**config.mk**
```make
export PLATFORM = sky130hd
export DESIGN_NAME = clk_div_mon
export DESIGN_NICKNAME = d
export VERILOG_FILES = /design/src/rtl/crcu_pkg.sv /design/src/rtl/clk_edge_det.sv /design/src/rtl/clk_div_mon.sv
export SDC_FILE = /design/constraint.sdc
export NUM_CORES = 1
export LEC_CHECK = 0
export CAP_MARGIN = 20
export CORE_MARGIN = 10
export CORE_UTILIZATION = 45
export DETAILED_ROUTE_END_ITERATION = 8
export HOLD_SLACK_MARGIN = 0.03
export PLACE_DENSITY = 0.73
export SYNTH_ARGS = -nofsm -noshare
export SYNTH_HDL_FRONTEND = slang
export SYNTH_SLANG_ARGS = --single-unit
export TNS_END_PERCENT = 50
```
**constraint.sdc**
```tcl
create_clock -name i_clk -period 5.94 [get_ports i_clk]
set_input_delay 0.594 -clock i_clk [delete_from_list [all_inputs] [get_ports i_clk]]
set_output_delay 0.594 -clock i_clk [all_outputs]
set_load 0.005 [all_outputs]
```
**src/rtl/crcu_pkg.sv**
```systemverilog
// Shared types and defaults for the clock/reset control unit monitors.
package crcu_pkg;

  localparam int CNT_W_DEF = 16;

  typedef enum logic [1:0] {
    IDLE      = 2'd0,
    WAIT_RISE = 2'd1,
    HIGH      = 2'd2,
    LOW       = 2'd3
  } mon_state_e;

endpackage

```
**src/rtl/clk_edge_det.sv**
```systemverilog
// Registered sampler for a clock-synchronous toggling signal; emits rise/fall pulses.
module clk_edge_det (
  input  logic clk,
  input  logic rst,
  input  logic clr,
  input  logic sig,
  output logic rise,
  output logic fall
);

  logic sig_d;

  always_ff @(posedge clk) begin
    if (rst || clr) sig_d <= 1'b0;
    else            sig_d <= sig;
  end

  assign rise = sig & ~sig_d;
  assign fall = ~sig & sig_d;

endmodule

```
**src/rtl/clk_div_mon.sv**
```systemverilog
// Divided-clock monitor: measures high phase and period, checks against N, tracks lock/timeout.
//
// state     | meaning
// IDLE      | disabled or N=0; nothing counted
// WAIT_RISE | armed, waiting for the first rise to start a period
// HIGH      | counting the high phase
// LOW       | counting the low phase; next rise completes a measurement
module clk_div_mon
  import crcu_pkg::*;
#(
  parameter int CNT_W    = CNT_W_DEF,
  parameter int TOL      = 0,
  parameter int LOCK_CNT = 4
) (
  input  logic             i_clk,
  input  logic             rst,
  input  logic             i_en,
  input  logic             i_mon_clk,
  input  logic [CNT_W-1:0] i_exp_half,
  output logic [CNT_W-1:0] o_high_cnt,
  output logic [CNT_W:0]   o_period_cnt,
  output logic             o_meas_vld,
  output logic             o_err_duty,
  output logic             o_err_period,
  output logic             o_locked,
  output logic             o_timeout
);

  localparam int LK_W = $clog2(LOCK_CNT + 1);
  localparam int DW   = CNT_W + 2;
  localparam logic [CNT_W-1:0]     CNT_MAX   = '1;
  localparam logic [LK_W-1:0]      LOCK_FULL = LK_W'(LOCK_CNT);
  localparam logic signed [DW-1:0] TOL_S     = DW'(TOL);

  function automatic logic [CNT_W-1:0] sat_inc(input logic [CNT_W-1:0] v);
    return (v == CNT_MAX) ? v : v + CNT_W'(1);
  endfunction

  function automatic logic signed [DW-1:0] abs_s(input logic signed [DW-1:0] v);
    return (v < 0) ? -v : v;
  endfunction

  mon_state_e state_q, state_d;
  logic [CNT_W-1:0] hcnt_q, hcnt_d, lcnt_q, lcnt_d, exp_q, exp_d;
  logic [LK_W-1:0]  good_q, good_d;
  logic             rise, fall;

  logic [CNT_W-1:0] high_d;
  logic [CNT_W:0]   period_d;
  logic             vld_d, err_duty_d, err_per_d, locked_d, timeout_d;

  logic [CNT_W:0]          period_sum;
  logic signed [DW-1:0]    d_high, d_per, limit;
  logic                    duty_bad, per_bad, hcnt_over, lcnt_over;

  clk_edge_det u_edge (
    .clk  (i_clk),
    .rst  (rst),
    .clr  (~i_en),
    .sig  (i_mon_clk),
    .rise (rise),
    .fall (fall)
  );

  // Deviations are evaluated against the N latched at the start of the period.
  assign period_sum = {1'b0, hcnt_q} + {1'b0, lcnt_q};
  assign d_high     = $signed({2'b00, hcnt_q}) - $signed({2'b00, exp_q});
  assign d_per      = $signed({1'b0, period_sum}) - $signed({1'b0, exp_q, 1'b0});
  assign limit      = $signed({1'b0, exp_q, 1'b0}) + TOL_S;
  assign duty_bad   = abs_s(d_high) > TOL_S;
  assign per_bad    = abs_s(d_per) > TOL_S;
  assign hcnt_over  = $signed({2'b00, hcnt_q}) > limit;
  assign lcnt_over  = $signed({2'b00, lcnt_q}) > limit;

  always_comb begin
    state_d    = state_q;
    hcnt_d     = hcnt_q;
    lcnt_d     = lcnt_q;
    exp_d      = exp_q;
    good_d     = good_q;
    high_d     = o_high_cnt;
    period_d   = o_period_cnt;
    vld_d      = 1'b0;
    err_duty_d = o_err_duty;
    err_per_d  = o_err_period;
    locked_d   = o_locked;
    timeout_d  = o_timeout;

    if (i_exp_half == '0) begin
      state_d  = IDLE;
      hcnt_d   = '0;
      lcnt_d   = '0;
      good_d   = '0;
      locked_d = 1'b0;
    end else begin
      case (state_q)
        IDLE: begin
          state_d = WAIT_RISE;
          hcnt_d  = '0;
          lcnt_d  = '0;
          exp_d   = i_exp_half;
        end
        WAIT_RISE: begin
          if (rise) begin
            state_d = HIGH;
            hcnt_d  = CNT_W'(1);
            lcnt_d  = '0;
            exp_d   = i_exp_half;
          end else if (fall) begin
            lcnt_d = CNT_W'(1);
          end else if (lcnt_over) begin
            hcnt_d    = '0;
            lcnt_d    = '0;
            good_d    = '0;
            locked_d  = 1'b0;
            timeout_d = 1'b1;
          end else begin
            lcnt_d = sat_inc(lcnt_q);
          end
        end
        HIGH: begin
          if (fall) begin
            state_d = LOW;
            lcnt_d  = CNT_W'(1);
          end else if (hcnt_over) begin
            state_d   = WAIT_RISE;
            hcnt_d    = '0;
            lcnt_d    = '0;
            good_d    = '0;
            locked_d  = 1'b0;
            timeout_d = 1'b1;
          end else begin
            hcnt_d = sat_inc(hcnt_q);
          end
        end
        LOW: begin
          if (rise) begin
            state_d    = HIGH;
            high_d     = hcnt_q;
            period_d   = period_sum;
            vld_d      = 1'b1;
            err_duty_d = duty_bad;
            err_per_d  = per_bad;
            if (duty_bad || per_bad)   good_d = '0;
            else if (good_q != LOCK_FULL) good_d = good_q + LK_W'(1);
            locked_d   = (good_d == LOCK_FULL);
            hcnt_d     = CNT_W'(1);
            lcnt_d     = '0;
            exp_d      = i_exp_half;
          end else if (lcnt_over) begin
            state_d   = WAIT_RISE;
            hcnt_d    = '0;
            lcnt_d    = '0;
            good_d    = '0;
            locked_d  = 1'b0;
            timeout_d = 1'b1;
          end else begin
            lcnt_d = sat_inc(lcnt_q);
          end
        end
        default: state_d = IDLE;
      endcase
    end
  end

  // Disable has priority over every event, same as reset.
  always_ff @(posedge i_clk) begin
    if (rst || !i_en) begin
      state_q      <= IDLE;
      hcnt_q       <= '0;
      lcnt_q       <= '0;
      exp_q        <= '0;
      good_q       <= '0;
      o_high_cnt   <= '0;
      o_period_cnt <= '0;
      o_meas_vld   <= 1'b0;
      o_err_duty   <= 1'b0;
      o_err_period <= 1'b0;
      o_locked     <= 1'b0;
      o_timeout    <= 1'b0;
    end else begin
      state_q      <= state_d;
      hcnt_q       <= hcnt_d;
      lcnt_q       <= lcnt_d;
      exp_q        <= exp_d;
      good_q       <= good_d;
      o_high_cnt   <= high_d;
      o_period_cnt <= period_d;
      o_meas_vld   <= vld_d;
      o_err_duty   <= err_duty_d;
      o_err_period <= err_per_d;
      o_locked     <= locked_d;
      o_timeout    <= timeout_d;
    end
  end

endmodule

```
# After elaboration in Yosys (flattened, before gate mapping)
# Cells that the tools add are included.
dict set report word_totals {
  output_inout_bits 38
  register_bits 92
  input_bits 20
  elab_cells 122
}
dict set report classes {
  addsub 8
  magnitude_cmp 6
  n_reduce_logical 17
  mux 53
  bitwise 7
  n_eq_ne 18
}
# operator count
set ops {}
lappend ops {{two-way mux 16 bit} 15}
lappend ops {{one-hot mux 16 bit (4 select lines)} 2}
lappend ops {{greater-than comparator 18 x 1 -> 1 bit (second input constant)} 2}
lappend ops {{two-way mux 18 bit} 2}
lappend ops {{greater-than comparator 16 x 17 -> 1 bit} 2}
lappend ops {{two-way mux 3 bit} 11}
lappend ops {{adder 16 x 1 -> 16 bit (second input constant)} 2}
lappend ops {{equality test 16 bit (second input constant)} 2}
lappend ops {{one-hot mux 16 bit (2 select lines)} 1}
lappend ops {{< comparator 18 x 1 -> 1 bit (second input constant)} 1}
lappend ops {{negator 17 -> 18 bit} 1}
lappend ops {{negator 18 bit} 1}
lappend ops {{subtractor 17 x 17 -> 18 bit} 1}
lappend ops {{adder 16 x 16 -> 17 bit} 1}
lappend ops {{< comparator 17 x 1 -> 1 bit (second input constant)} 1}
lappend ops {{subtractor 16 x 16 -> 17 bit} 1}
lappend ops {{logical NOT 16 bit} 1}
lappend ops {{!= test 3 bit (second input constant)} 5}
lappend ops {{two-way mux 1 bit} 13}
lappend ops {{!= test 2 bit (second input constant)} 6}
lappend ops {{AND reduction 3 bit} 4}
lappend ops {{two-way mux 2 bit} 5}
lappend ops {{one-hot mux 3 bit (3 select lines)} 1}
lappend ops {{one-hot mux 2 bit (4 select lines)} 1}
lappend ops {{17 further kinds} 27}

# Depth between registers and ports, before layout
dict set report logic_depth {
  depth_word 13
  ltp_mapped 23
}

# By module
# Synthesis repeated with hierarchy kept, for this count alone.
dict set report unflattened {
  hier_cells 1054
  hier_area_um2 8074.0
}
# mod cells_each instances area_per_inst_um2
set by_module_without_submodules {}
lappend by_module_without_submodules {clk_div_mon 1050 1 8029.0}
lappend by_module_without_submodules {clk_edge_det 4 1 45.0}

# Worst setup path before layout
# OpenSTA, ideal clock, no wires.
dict set report synth_path {
  path_kind {register to register}
  startpoint {reg lcnt_q[0]}
  endpoint {reg good_q[1]}
  path_stages_with_launch 24
  required_ns 5.852
  setup_ns 0.088
  slack_ns 0.771
  t_arrival_ns 5.081
  n_path_buf 0
  path_cell_list {dfxtp_1 > ha_1 > fa_1 > a21o_1 > a21oi_1 > o21bai_1 > a21o_1 > a21oi_1 > o21ai_0 > o41ai_1 > o211ai_1 > o21ai_0 > nand2_1 > ha_1 > inv_1 > a22o_1 > a2111oi_0 > nand4bb_1 > a221oi_1 > nand3_1 > or4_1 > nor4b_1 > nand2_1 > o32ai_2}
}
dict set report synth_via {
  elab_chain_len 12
  elab_cells_between_ends 17
}
# element line
set synth_rtl {}
lappend synth_rtl {{from (decl)} clk_div_mon.sv:44} ;# logic [CNT_W-1:0] hcnt_q, hcnt_d, lcnt_q, lcnt_d, exp_q, exp_d;
lappend synth_rtl {{from (signal assigned)} clk_div_mon.sv:184} ;# lcnt_q <= lcnt_d;
lappend synth_rtl {{adder 16 x 16 -> 17 bit (*)} clk_div_mon.sv:66} ;# assign period_sum = {1'b0, hcnt_q} + {1'b0, lcnt_q};
lappend synth_rtl {{named net period_sum[16]} clk_div_mon.sv:52} ;# logic [CNT_W:0] period_sum;
lappend synth_rtl {{subtractor 17 x 17 -> 18 bit (*)} clk_div_mon.sv:68} ;# assign d_per = $signed({1'b0, period_sum}) - $signed({1'b0, exp_q, 1'b0});
lappend synth_rtl {{negator 18 bit or < comparator 18 x 1 -> 1 bit (tied branches)} clk_div_mon.sv:40} ;# return (v < 0) ? -v : v;
lappend synth_rtl {{two-way mux 18 bit (*)} clk_div_mon.sv:40}
lappend synth_rtl {{greater-than comparator 18 x 1 -> 1 bit (*)} clk_div_mon.sv:71} ;# assign per_bad = abs_s(d_per) > TOL_S;
lappend synth_rtl {{logical OR 1 bit (*)} clk_div_mon.sv:144} ;# if (duty_bad || per_bad) good_d = '0;
lappend synth_rtl {{two-way mux 3 bit (*)} clk_div_mon.sv:144}
lappend synth_rtl {{two-way mux 3 bit (*)} clk_div_mon.sv:137} ;# if (rise) begin
lappend synth_rtl {{two-way mux 3 bit (*)} clk_div_mon.sv:96} ;# case (state_q)
lappend synth_rtl {{two-way mux 3 bit (*)} clk_div_mon.sv:89} ;# if (i_exp_half == '0) begin
lappend synth_rtl {{two-way mux 3 bit (*)} clk_div_mon.sv:137}
lappend synth_rtl {{one-hot mux 3 bit (3 select lines) (*)} clk_div_mon.sv:96}
lappend synth_rtl {{to (signal assigned)} clk_div_mon.sv:186} ;# good_q <= good_d;
lappend synth_rtl {{to (decl)} clk_div_mon.sv:45} ;# logic [LK_W-1:0] good_q, good_d;
# The timed path passes the listed nets; every way through them passes the cells marked *. The select of a mux whose other input is x is not followed.
# A chain may end at the register's enable or synchronous reset.

# Worst setup path after layout
# Same ends and word-level chain as after synthesis.

==> results.md <==
* Top cells by area, synth: dfxtp_1, ha_1, a21oi_1
* Clock-pin slew on the worst setup and hold paths at 70 ps
* CTS Sinks at just over 90
* Routed wire length at between 20000 and 25000 um
* # rows at 47
* Synth top cells by count: nand2_1, a21oi_1, dfxtp_1
* # DRC at 0
* Status: complete, no violations
* Hold crit path type: register to register
* Layout Nets at between 1000 and 1500
* CP Class: register to register
* Clk_skew at between 9 and 10 ps
* Core area at ~17000 um^2
* Worst Max-Slew Pin Slew at between 1000 and 1500 ps
* Die Wd at 151 um
* Post-CTS Setup Bufs at 0
* Antenna-violating nets left at 0
* WL/cell at 18.2 um
* Largest net degree at the start of global routing at 53
* Bufs on Longest Clock Path at 2
* DR pass1 iterations at 6
* Synth cell types at 79
* Post-synthesis sequential area ratio at 23.9%
* Worst VDD drop at ~130 uV
* Port bufs at 57
* Final min period at ~5500 ps
* Crit end category: register
* Global Route Usage Sum at roughly a fifth
* Slew Limit Fails at 0
* Power, Total at 1.65 mW
* Logic pwr share at 20.6%
* Sw frac at about 29%
* Internal power at 1.18 mW
* Number of synthesized flops with an enable pin at 0
* Worst Path Arrival at slightly below 6000 ps
* Via count at slightly below 8000
* Mapped Cells at 999
* Ports at 58
* Area of the multi-input gates at between 5000 and 6000 um^2
* Die Area at about 23000 um^2
* TritonCTS clock tree: built
* Initial antenna violation count at 0
* Die Y at around 150 um
* RSZ-0062 raised after global routing: false
* R2R cell count at 24
* First-pass GRT wire length at approximately 37000 um
* Pleak at around 3.6 nW
* Clk_lat worst skew at 360 ps
* Yosys warnings at 0
* Final hold vios at 0
* Vias in the first global route at 7031
* Final setup fails at 0
* Area Overhead vs Synth at 15.5%
* Sw Pwr at 0.471 mW
* CP Max Fanout at 7
* Share of power burned in registers at 38.3%
* Overflow after GRT at 0
* Syn nets at between 1000 and 1500
* Synthesized area at 7710 um^2
* Worst setup SP type: register
* Area leader, netlist: dfxtp_1
* Post-synth ARST share at 0%
* Clk root buf: clkbuf_16
* Initial Util at approximately 46%
* H-tree depth at 3
* Final Cycle Share at between 90 and 100%
* Yosys top cell area share at a little under a quarter
* Crit path required time at 6200 ps
* Hold depth at 2
* Cell Count, Final, Fillers Out at approximately 1300
* Share of cells above drive strength 1 at approximately 6.0%
* Placed insts at between 1000 and 1500
* Most frequent cell after synthesis: nand2_1
* Dpl hpwl at approximately 18000 um
* Routability congestion estimate from global placement at about 1.0
* CTS buffer count at 9
* Fillcell total at roughly 1600
* Area after DPL at 8530 um^2
* Max-Cap Viols at 0
* Clock share of power at roughly two fifths
* Syn_area_per_cell at 7.72 um^2
* Slew headroom at 31.6%
* DR iter-0 viols at roughly 860
* Post-synth top flop: dfxtp_1
* Final instance area at between 8000 and 9000 um^2
* Pwr Density at between 150 and 200 nW/um^2
* Final setup TNS at 0 ps
* Via density at 6.09
* Reg area at 1840 um^2
* Seq cells post-synth at 92
* Ant diodes at 0
* Peak Freq at about 180 MHz
## timing repair
| action | CTS | global route |
|---|---|---|
| hold endpoints to repair | 0 | 0 |
| hold buffers | 0 | 0 |
| endpoints found under the setup margin | 0 | 3 |
| gates resized for setup | 0 | 5 |
## layer usage
| metal | global-route usage [%] | part of all wire [%] |
|---|---|---|
| met1 | 26.7 | 45 |
| met2 | 30.6 | 43 |
| met3 | 4.45 | 8.4 |
| met4 | 8.57 | 3.6 |
| met5 | 0 | 0 |
## through the flow
step           worst slack (ps)  hold slack (ps)  utilization (%)
4_1_cts                     218              455             53.2
5_1_grt                    58.6              471             53.3
3_5_place_dp                314              446             51.1
2_1_floorplan               771              446                -
6_report                    421              453             53.3
3_3_place_gp                382              445             51.1
## state kept, by name, summed over array words and instances, names as in the netlist
| signal | count |
|---|---|
| o_locked | 1 |
| lcnt_q | 16 |
| o_err_period | 1 |
| o_meas_vld | 1 |
| o_err_duty | 1 |
| o_period_cnt | 17 |
| o_timeout | 1 |
| good_q | 3 |
| state_q | 2 |
| o_high_cnt | 16 |
| hcnt_q | 16 |
| exp_q | 16 |
| u_edge.sig_d | 1 |
## logic make-up after synthesis
family,share of synthesized area (%)
compound gates,26.7
simple gates,24.3
xor+xnor,3.18
fa+ha+maj,14.3
mux,3.31
flops,23.9
buf+inv,4.29
## area by class of cell
| cell class | instances | area share, % |
|---|---|---|
| Multi-Input combinational cell | 823 | 62.5 |
| Sequential cell | 92 | 20.7 |
| Timing Repair Buffer | 74 | 7.84 |
| Tap cell | 220 | 3.09 |
| Clock buffer | 9 | 2.53 |
| Inverter | 47 | 1.98 |
| Clock inverter | 7 | 1.39 |
## final timing paths
path | from | slack [ps] | endpoint
worst max-delay path | lcnt_q[0]$_SDFFE_PP0P_ | 420 | good_q[1]$_SDFFE_PP0P_
worst max register to register | lcnt_q[0]$_SDFFE_PP0P_ | 420 | good_q[1]$_SDFFE_PP0P_
worst min register to register | o_high_cnt[3]$_SDFFE_PP0P_ | 450 | o_high_cnt[3]$_SDFFE_PP0P_
worst min-delay path | o_high_cnt[3]$_SDFFE_PP0P_ | 450 | o_high_cnt[3]$_SDFFE_PP0P_
## power by group through the flow
| stage | combinational [mW] | clock (mW) | sequential, mW |
|---|---|---|---|
| 4_1_cts | 0.331 | 0.685 | 0.630 |
| 2_1_floorplan | 0.252 | 0 | 0.641 |
| 3_5_place_dp | 0.329 | 0 | 0.645 |
| 6_report | 0.339 | 0.676 | 0.631 |
| 3_3_place_gp | 0.324 | 0 | 0.644 |
| 5_1_grt | 0.374 | 0.707 | 0.631 |
## cell usage in the layout (no fill, tap or decap), drive strengths merged, types with 5 or more instances in the layout
cell	Yosys	final
nand2	112	112
a21oi	100	100
dfxtp	92	92
ha	83	83
nor2	82	82
clkdlybuf4s50	0	57
o21ai	50	50
inv	47	48
nand3	36	36
a21o	23	23
mux2i	21	21
nor3	20	20
xnor2	20	20
o21a	17	17
buf	8	17
a211oi	17	17
nand4	16	16
a31oi	16	16
and3	14	14
and2	13	13
nor2b	13	13
o31ai	12	12
nor4	11	11
or4	10	10
nand2b	10	10
or3	9	9
clkbuf	29	9
xor2	8	8
nand3b	8	8
o211ai	6	6
o22ai	6	6
o21bai	5	5
or2	5	5
o41ai	5	5
a2111oi	5	5
## critical path: stages (launching register included)
cell and delay [ps]:
dfxtp_1 390, ha_1 240, fa_1 400, a21o_1 170, a21oi_1 240, o21bai_1 90
a21o_1 200, a21oi_1 200, o21ai_0 180, o41ai_2 250, buf_4 180, o211ai_1 140
o21ai_1 200, nand2_1 80, ha_1 270, inv_1 60, a22o_1 180, a2111oi_1 350
nand4bb_1 180, a221oi_2 210, nand3_1 90, or4_1 450, nor4b_2 320, nand2_1 140
o32ai_2 230
Power figures use the tool's default switching activity.
